`config.mk`:
```
export PLATFORM = sky130hd
export DESIGN_NAME = txfifo_pkt_buf
export DESIGN_NICKNAME = d
export VERILOG_FILES = /design/src/rtl/txfifo_pkt_buf.sv
export SDC_FILE = /design/constraint.sdc
export NUM_CORES = 1
export LEC_CHECK = 0
export ABC_AREA = 1
export BUFFER_PORTS_ARGS = -buffer_cell sky130_fd_sc_hd__buf_4
export CORE_UTILIZATION = 50
export CTS_BUF_LIST = sky130_fd_sc_hd__clkbuf_4
export DETAILED_ROUTE_END_ITERATION = 7
export GPL_TIMING_DRIVEN = 0
export PLACE_DENSITY_LB_ADDON = 0.2
export REMOVE_ABC_BUFFERS = 1
export SKIP_LAST_GASP = 1
export SYNTH_ARGS = -nofsm -noshare
export SYNTH_HDL_FRONTEND = slang
export SYNTH_SLANG_ARGS = --single-unit
```
`constraint.sdc`:
```
create_clock -name clk -period 11.5 [get_ports clk]
set_input_delay 0 -clock clk [delete_from_list [all_inputs] [get_ports clk]]
set_output_delay 0 -clock clk [all_outputs]
set_load 0.02 [all_outputs]
```
`src/rtl/txfifo_pkt_buf.sv`:
```
// Transmit packet buffer between the DMA MM2S stream and the link serializer.
// First-word fall-through FIFO with optional store-and-forward gating per packet.
module txfifo_pkt_buf #(
  parameter int unsigned DW       = 32,
  parameter int unsigned UW       = 8,
  parameter int unsigned DEPTH    = 16,
  parameter int unsigned PKT_MODE = 1
) (
  input  logic                       clk,
  input  logic                       rst_n,
  input  logic                       s_axis_tvalid,
  output logic                       s_axis_tready,
  input  logic [DW-1:0]              s_axis_tdata,
  input  logic [UW-1:0]              s_axis_tuser,
  input  logic                       s_axis_tlast,
  output logic                       m_axis_tvalid,
  input  logic                       m_axis_tready,
  output logic [DW-1:0]              m_axis_tdata,
  output logic [UW-1:0]              m_axis_tuser,
  output logic                       m_axis_tlast,
  output logic [$clog2(DEPTH):0]     level,
  output logic [$clog2(DEPTH):0]     pkt_cnt,
  output logic                       full,
  output logic                       empty,
  output logic                       oversize_err,
  input  logic                       err_clr
);

  localparam int unsigned AW = $clog2(DEPTH);
  localparam int unsigned PW = AW + 1;
  localparam int unsigned EW = DW + UW + 1;

  logic [EW-1:0] mem [DEPTH];
  logic [PW-1:0] wr_ptr;
  logic [PW-1:0] rd_ptr;
  logic          force_fwd;
  logic          push;
  logic          pop;
  logic          pkt_in;
  logic          pkt_out;
  logic          force_set;

  // Extra pointer MSB separates a full buffer from an empty one.
  assign empty = (wr_ptr == rd_ptr);
  assign full  = (wr_ptr[AW] != rd_ptr[AW]) && (wr_ptr[AW-1:0] == rd_ptr[AW-1:0]);
  assign level = wr_ptr - rd_ptr;

  assign s_axis_tready = !full;
  assign m_axis_tvalid = !empty && ((PKT_MODE == 0) || (pkt_cnt != '0) || force_fwd);

  assign {m_axis_tlast, m_axis_tuser, m_axis_tdata} = mem[rd_ptr[AW-1:0]];

  assign push    = s_axis_tvalid && s_axis_tready;
  assign pop     = m_axis_tvalid && m_axis_tready;
  assign pkt_in  = push && s_axis_tlast;
  assign pkt_out = pop && m_axis_tlast;

  // A full buffer holding no packet end can never complete one: stream it out.
  assign force_set = full && (pkt_cnt == '0);

  always_ff @(posedge clk) begin
    if (push) begin
      mem[wr_ptr[AW-1:0]] <= {s_axis_tlast, s_axis_tuser, s_axis_tdata};
    end
  end

  always_ff @(posedge clk or negedge rst_n) begin
    if (!rst_n) begin
      wr_ptr       <= '0;
      rd_ptr       <= '0;
      pkt_cnt      <= '0;
      force_fwd    <= 1'b0;
      oversize_err <= 1'b0;
    end else begin
      if (push) begin
        wr_ptr <= wr_ptr + PW'(1);
      end
      if (pop) begin
        rd_ptr <= rd_ptr + PW'(1);
      end
      if (pkt_in && !pkt_out) begin
        pkt_cnt <= pkt_cnt + PW'(1);
      end else if (pkt_out && !pkt_in) begin
        pkt_cnt <= pkt_cnt - PW'(1);
      end
      if (force_set) begin
        force_fwd <= 1'b1;
      end else if (pkt_out) begin
        force_fwd <= 1'b0;
      end
      if (force_set) begin
        oversize_err <= 1'b1;
      end else if (err_clr) begin
        oversize_err <= 1'b0;
      end
    end
  end

endmodule

```
==> run_results.csv, run 1 <==
group,metric,value,unit
global_routing,grt_pass1_vias,17300,
final_layout,area.growth.synth_to_final,18.5,%
global_routing,track_usage,24.6,%
drt,dr_total_vias,17400,
power,leakagePower,10.9,nW
cts,cts.htree.levels,4,
timing,worstMarginPinSlew,1.45,ns
run_status,violations,"design-rule violations",
global_routing,grt-ovfl-total,0,
setup_path,crit_top_cell,"buf_16",
setup_path,ff2ff_setup_slack,6.61,ns
floorplan,start_util,50.7,%
logic_synthesis,synth_mux_area_share,0.0421,%
drt,drc,8,
logic_synthesis,yosys.area_share.simple,9.54,%
logic_synthesis,synth-xor-area-share,0.491,%
floorplan,die_w,233,um
drt,via_per_inst,5.59,
setup_path,critPathLaunchType,"flop",
final_layout,fin_nets,2374,
setup_path,cp.required,12.16,ns
placement,dp_hpwl,34200,um
setup_path,worstSetupEndpointType,"flop",
cts,cts_max_path_buffers,3,
flow_run,maxCapViolations,0,
setup_path,crit_type,"flop to flop",
setup_path,r2r-start,"rd_ptr[2]$_DFFE_PN0P_",
worst_hold_path,hold_class,"input port to async pin",
timing,worst_clock_skew,0.0317,ns
logic_synthesis,synth-seq-area-share,75.2,%
floorplan,placementRows,84,
floorplan,io_pins,102,
floorplan,die_h,233,um
global_routing,grt_pass1_wl,98600,um
cts,clock-root-buffer,"clkbuf_4",
cts,cts_tree,"done",
drt,drt-initial-drc-count,1681,
drt,routedWlPerCell,20.9,um
final_layout,fin_area,31700,sq um
power,power.switching,3.09,mW
floorplan,core-area,52800,sq um
logic_synthesis,syn_area,26800,sq um
power,pwr-share-comb,38.0,%
floorplan,die_area,54500,sq um
power,switching_share,38.2,%
timing,fmax,0.205,GHz
placement,dpl-instance-area,28800,sq um
cts,cts_sinks,673,
timing,period_share,42.5,%
drt,ant_nets,0,
logic_synthesis,yosysUniqueCellTypes,32,
logic_synthesis,synth_compound_area_share,10.7,%
cts,worst_skew_pair.late_latency,0.99,ns
setup_path,reg2reg_to,"mem[12][1]$_DFFE_PP_",
logic_synthesis,yosysWarnings,0,
placement,place.gp.congestion,0.743,
logic_synthesis,avgSynthCellArea,13.1,sq um
logic_synthesis,ys_ff_latch,673,
timing,slew_headroom,3.14,%
cts,clk_pin_slew,0.07,ns
timing,setup_viol,0,
global_routing,grt_max_degree,135,
timing,slew_viol_final,0,
global_routing,antenna_found_initial,3,
power,powerDensity,255,nW/um^2
setup_path,crit_family,"buffers and inverters",
setup_path,critPathMaxFanout,36,
logic_synthesis,synth_cells,2039,
placement,portBuffers,101,
final_layout,drive_above_1_share,17.4,%
run_status,status,"finished with violations",
setup_path,slowest_delay,0.76,ns
cts,numCtsBuffers,166,
logic_synthesis,synth_top_family_by_area,"compound AO/OA/AOI/OAI gates",
drt,drt-pass1-iter-count,7,
timing,hold_viol_final,0,
drt,wl,65000,um
cts,cts_resized,0,
setup_path,reg2reg_depth,15,
setup_path,crit_chain,"buf_12 -> clkinv_1 -> buf_16 -> ha_1 -> nand2_1 -> nor2_1 -> inv_1 -> nor2_2 -> inv_1 -> nand2_2 -> inv_2 -> nand2_1 -> nor2_4 -> buf_16 -> buf_16",
power,vdd_ir_drop_max,254,uV
setup_path,crit_arrival,5.55,ns
power,seqPwrFrac,38.7,%
power,pwr-share-clk,23.3,%
timing,rsz0062_at_grt,"false",
setup_path,slowest_stage,"clkinv_1",
timing,min_period,4.89,ns
timing,whs,0.198,ns
setup_path,critPathBufInv,8,
power,intPower,5.00,mW
final_layout,final_util,60.1,%
logic_synthesis,synthAdderAreaFrac,0.757,%
-- routing by layer --
metal,GRT usage (%),part of all wire (%),vias to the layer above
li1,-,-,8121
met1,32.8,43,8559
met2,39.0,48,615
met3,5.64,6.8,112
met4,9.66,2.2,0
met5,0,0,-
-- power groups by stage --
stage | Clock (mW) | Combinational (mW) | Sequential [mW]
after floorplan | 0 | 1.72 | 3.27
after global placement | 0 | 2.71 | 3.46
after detailed placement | 0 | 3.03 | 3.18
after CTS | 1.93 | 3.07 | 3.13
after global routing | 2.04 | 3.37 | 3.15
final | 1.88 | 3.07 | 3.13
-- area by class of cell --
class                           instances  area (sq um)
Timing Repair Buffer                  236          2710
Antenna cell                            3          7.51
Fill cell                            4178         21000
Inverter                               40           161
Tap cell                              688           861
Clock buffer                          233          1750
Clock inverter                         43           216
Multi-Input combinational cell       1196          5890
Sequential cell                       673         20100
-- worst max-delay path by stage --
stage / start / to / cells after the start
2_1_floorplan: rd_ptr[0]$_DFFE_PN0P_ / pkt_cnt[4]$_DFFE_PN0P_ / 16
6_report: rd_ptr[2]$_DFFE_PN0P_ / mem[12][1]$_DFFE_PP_ / 15
3_5_place_dp: rd_ptr[2]$_DFFE_PN0P_ / mem[12][25]$_DFFE_PP_ / 14
4_1_cts: rd_ptr[2]$_DFFE_PN0P_ / mem[12][1]$_DFFE_PP_ / 14
3_3_place_gp: rd_ptr[0]$_DFFE_PN0P_ / pkt_cnt[4]$_DFFE_PN0P_ / 16
5_1_grt: rd_ptr[2]$_DFFE_PN0P_ / pkt_cnt[4]$_DFFE_PN0P_ / 18
-- cell usage in the layout, fill, tap and decap left out, drive strengths merged --
cell           n
a21oi          6
xor2          11
o21ai        344
inv           47
dfrtp         17
edfxtp       656
a31oi          1
clkbuf       233
clkinv        34
diode          3
bufinv         2
ha            13
nand2        164
nor2         423
mux2           1
dlygate4sd3   90
fa             2
nand3         64
xnor2          4
o22ai         80
buf          146
o211ai        80
nor3           1
nand4          2
-- Yosys cell counts --
cell type  instances  share of area [%]
dfrtp_1           17                1.6
nand2_1          162                2.3
xor2_1            11               0.36
inv_2              3              0.042
edfxtp_1         656                 74
o22ai_1           80                1.9
nor2_1           422                5.9
buf_2             27               0.50
nor2_2             1              0.023
nor3_1             1              0.019
fa_1               2               0.15
buf_1              2              0.028
clkinv_1           2              0.028
buf_8              1              0.056
ha_1              13               0.61
buf_6             15               0.63
o21ai_1           58                1.1
nand2_2            2              0.047
inv_1             35               0.49
clkbuf_1          65               0.91
nand3_2            1              0.037
nand3_1           63                1.2
xnor2_1            4               0.13
nand4_1            2              0.047
mux2_2             1              0.042
buf_4             18               0.50
o211ai_1          80                2.2
buf_12             1              0.075
a21oi_1            6               0.11
o21ai_0          286                5.3
clkbuf_2           1              0.019
a31oi_1            1              0.023
-- cells by family after synthesis --
kind of cell,count (synthesis)
compound gates,511
xor+xnor,15
fa+ha+maj,15
buf+inv,170
flops,673
mux,1
simple gates,654
-- through the flow --
| stage | TNS (ns) | power (mW) | setup WS (ns) | std cells |
|---|---|---|---|---|
| floorplan | 0 | 4.99 | 0.116 | 1909 |
| global placement | -5348.61 | 6.17 | -11.08 | 2698 |
| detailed placement | 0 | 6.21 | 6.06 | 2742 |
| CTS | 0 | 8.13 | 6.01 | 3108 |
| global route | 0 | 8.56 | 6.37 | 3112 |
| finish | 0 | 8.09 | 6.61 | 3112 |
-- worst min-delay path: stages --
cell and delay [ns]:
dlygate4sd3_1 0.53, buf_4 0.11, dlygate4sd3_1 1.08
-- registers in the layout, summed over array words and instances (netlist names) --
name and cells:
mem 656, pkt_cnt 5, wr_ptr 5, rd_ptr 5, force_fwd 1, oversize_err 1
-- repair_timing --
action	in CTS	in global routing
hold buffers	90	0
endpoints found under the hold margin	859	0
setup buffers	0	0
No activity file was read; power rests on OpenSTA's default activity.
==> run 2, diff against run 1 <==
- clock period: 11.5 -> 4.8 ns (I/O delays scaled with it)
==> run_results.csv, run 2 (synthesis results as in run 1) <==
group,metric,value,unit
timing,slew_headroom,2.23,%
placement,place.gp.congestion,0.743,
global_routing,grt-ovfl-total,0,
drt,dr_total_vias,17500,
setup_path,crit_type,"flop to flop",
floorplan,core-area,52800,sq um
cts,clk_pin_slew,0.07,ns
cts,cts_tree,"done",
setup_path,cp.required,5.47,ns
final_layout,drive_above_1_share,17.6,%
power,powerDensity,613,nW/um^2
placement,dp.cells,2742,
run_status,status,"finished with violations",
setup_path,critPathMaxFanout,62,
placement,portBuffers,101,
power,leakagePower,10.9,nW
power,intPower,12.0,mW
timing,fin_tns_setup,0,ns
final_layout,fillers,4174,
power,vdd_ir_drop_max,610,uV
drt,drc,8,
floorplan,die_h,233,um
drt,wl,66000,um
power,finalPower,19.5,mW
worst_hold_path,hold_class,"input port to async pin",
power,power.switching,7.46,mW
final_layout,area.growth.synth_to_final,18.7,%
drt,routedWlPerCell,21.2,um
drt,drt-pass1-iter-count,7,
timing,worst_clock_skew,0.0315,ns
global_routing,met2_usage,39.3,%
power,seqPwrFrac,38.2,%
floorplan,die_area,54500,sq um
timing,setup_viol,0,
power,switching_share,38.3,%
global_routing,grt_use_met3,5.63,%
cts,numCtsBuffers,166,
final_layout,final_cell_mix,"656 x edfxtp_1, 405 x nor2_1, 286 x o21ai_0, 233 x clkbuf_4, 162 x nand2_1",
global_routing,use_met1,33.2,%
final_layout,largest_reg_flops,656,
drt,via_per_inst,5.61,
setup_path,crit_arrival,5.24,ns
timing,min_period,4.57,ns
cts,cts_max_path_buffers,3,
timing,setup_ws,0.229,ns
power,pwr-share-clk,23.1,%
cts,cts.htree.levels,4,
global_routing,track_usage,24.8,%
cts,worst_skew_pair.late_latency,1.00,ns
setup_path,reg2reg_depth,15,
cts,cts_sinks,673,
floorplan,placementRows,84,
setup_path,r2r-start,"rd_ptr[1]$_DFFE_PN0P_",
timing,hold_viol_final,0,
placement,pre_cts_slack,-0.640,ns
final_layout,fin_nets,2377,
global_routing,grt_max_degree,133,
setup_path,critPathLaunchType,"flop",
timing,fmax,0.219,GHz
flow_run,maxCapViolations,0,
setup_path,ff2ff_setup_slack,0.23,ns
floorplan,start_util,50.7,%
setup_path,worstSetupEndpointType,"flop",
global_routing,top_usage_layer,"met2",
drt,ant_nets,0,
timing,period_share,95.2,%
drt,drt-initial-drc-count,1722,
cts,clock-root-buffer,"clkbuf_4",
timing,worstMarginPinSlew,1.46,ns
timing,rsz0062_at_grt,"false",
global_routing,grt_pass1_vias,17300,
final_layout,final_cell_count_no_fill,3115,
setup_path,reg2reg_to,"mem[1][28]$_DFFE_PP_",
global_routing,grt_pass1_wl,99200,um
placement,dp_hpwl,34200,um
timing,slew_viol_final,0,
global_routing,antenna_found_initial,3,
power,pwr-share-comb,38.7,%
floorplan,die_w,233,um
final_layout,final_common_cell,"edfxtp_1",
floorplan,io_pins,102,
run_status,violations,"design-rule violations",
[run 2: cell count changes in the layout (fill, tap and decap cells not counted), sizes merged]
cell,delta
buf,+2
bufbuf,+1
[run 2: metal layers]
metal	wire length, um	up-vias
li1	-	8127
met1	28200	8550
met2	31500	677
met3	4690	123
met4	1550	0
met5	0	-
[run 2: how the worst max path moves through the flow]
stage,from,end,depth (start not counted)
4_1_cts,rd_ptr[1]$_DFFE_PN0P_,mem[12][1]$_DFFE_PP_,16
3_3_place_gp,rd_ptr[0]$_DFFE_PN0P_,pkt_cnt[4]$_DFFE_PN0P_,16
2_1_floorplan,rd_ptr[0]$_DFFE_PN0P_,pkt_cnt[4]$_DFFE_PN0P_,16
5_1_grt,rd_ptr[2]$_DFFE_PN0P_,pkt_cnt[4]$_DFFE_PN0P_,17
3_5_place_dp,rd_ptr[2]$_DFFE_PN0P_,mem[12][25]$_DFFE_PP_,14
6_report,rd_ptr[1]$_DFFE_PN0P_,mem[1][28]$_DFFE_PP_,15
[run 2: final cells by class]
type / instances / area, sq um / share of cell area (%)
well taps: 688 / 861 / 2.71
inverters: 40 / 163 / 0.512
clock inverters: 43 / 216 / 0.681
repair buffers: 239 / 2760 / 8.69
diodes: 3 / 7.51 / 0.0236
multi-input cells: 1196 / 5890 / 18.5
flip-flops and latches: 673 / 20100 / 63.4
clock buffers: 233 / 1750 / 5.50
[run 2: through the flow]
stage	hold WS, ns	utilization, %	cell area, sq um
floorplan	-0.296	-	26000
global placement	-0.123	52.4	27700
detailed placement	-0.120	54.6	28800
CTS	0.0764	60.1	31700
global route	0.188	60.2	31800
finish	0.190	60.2	31800
[run 2: worst max-delay path, stage by stage (launching register included)]
cell,delay [ns]
dfrtp_4,0.69
buf_16,0.30
buf_16,0.24
inv_4,0.43
buf_12,0.33
ha_1,0.31
nand2_1,0.08
nor2_1,0.05
inv_1,0.06
nor2_2,0.05
inv_1,0.10
nand2_2,0.12
inv_2,0.14
nand2_1,0.26
nor2_4,0.72
buf_12,0.30
[run 2: timing repair]
item                       4_1_cts  5_1_grt
pin swaps                        0        1
setup endpoints to repair      577      102
cloned                           1        0
gates resized for setup          1        0
setup buffers                    0        3
hold buffers                    90        0
hold endpoints to repair       859        0
[run 2: power groups by stage]
stage          Sequential [mW]  Combinational, mW  Clock, mW
2_1_floorplan             7.84               4.11          0
4_1_cts                   7.50               7.42       4.62
3_3_place_gp              8.05               5.41          0
5_1_grt                   7.48               8.24       4.89
6_report                  7.43               7.54       4.51
3_5_place_dp              7.62               7.27          0
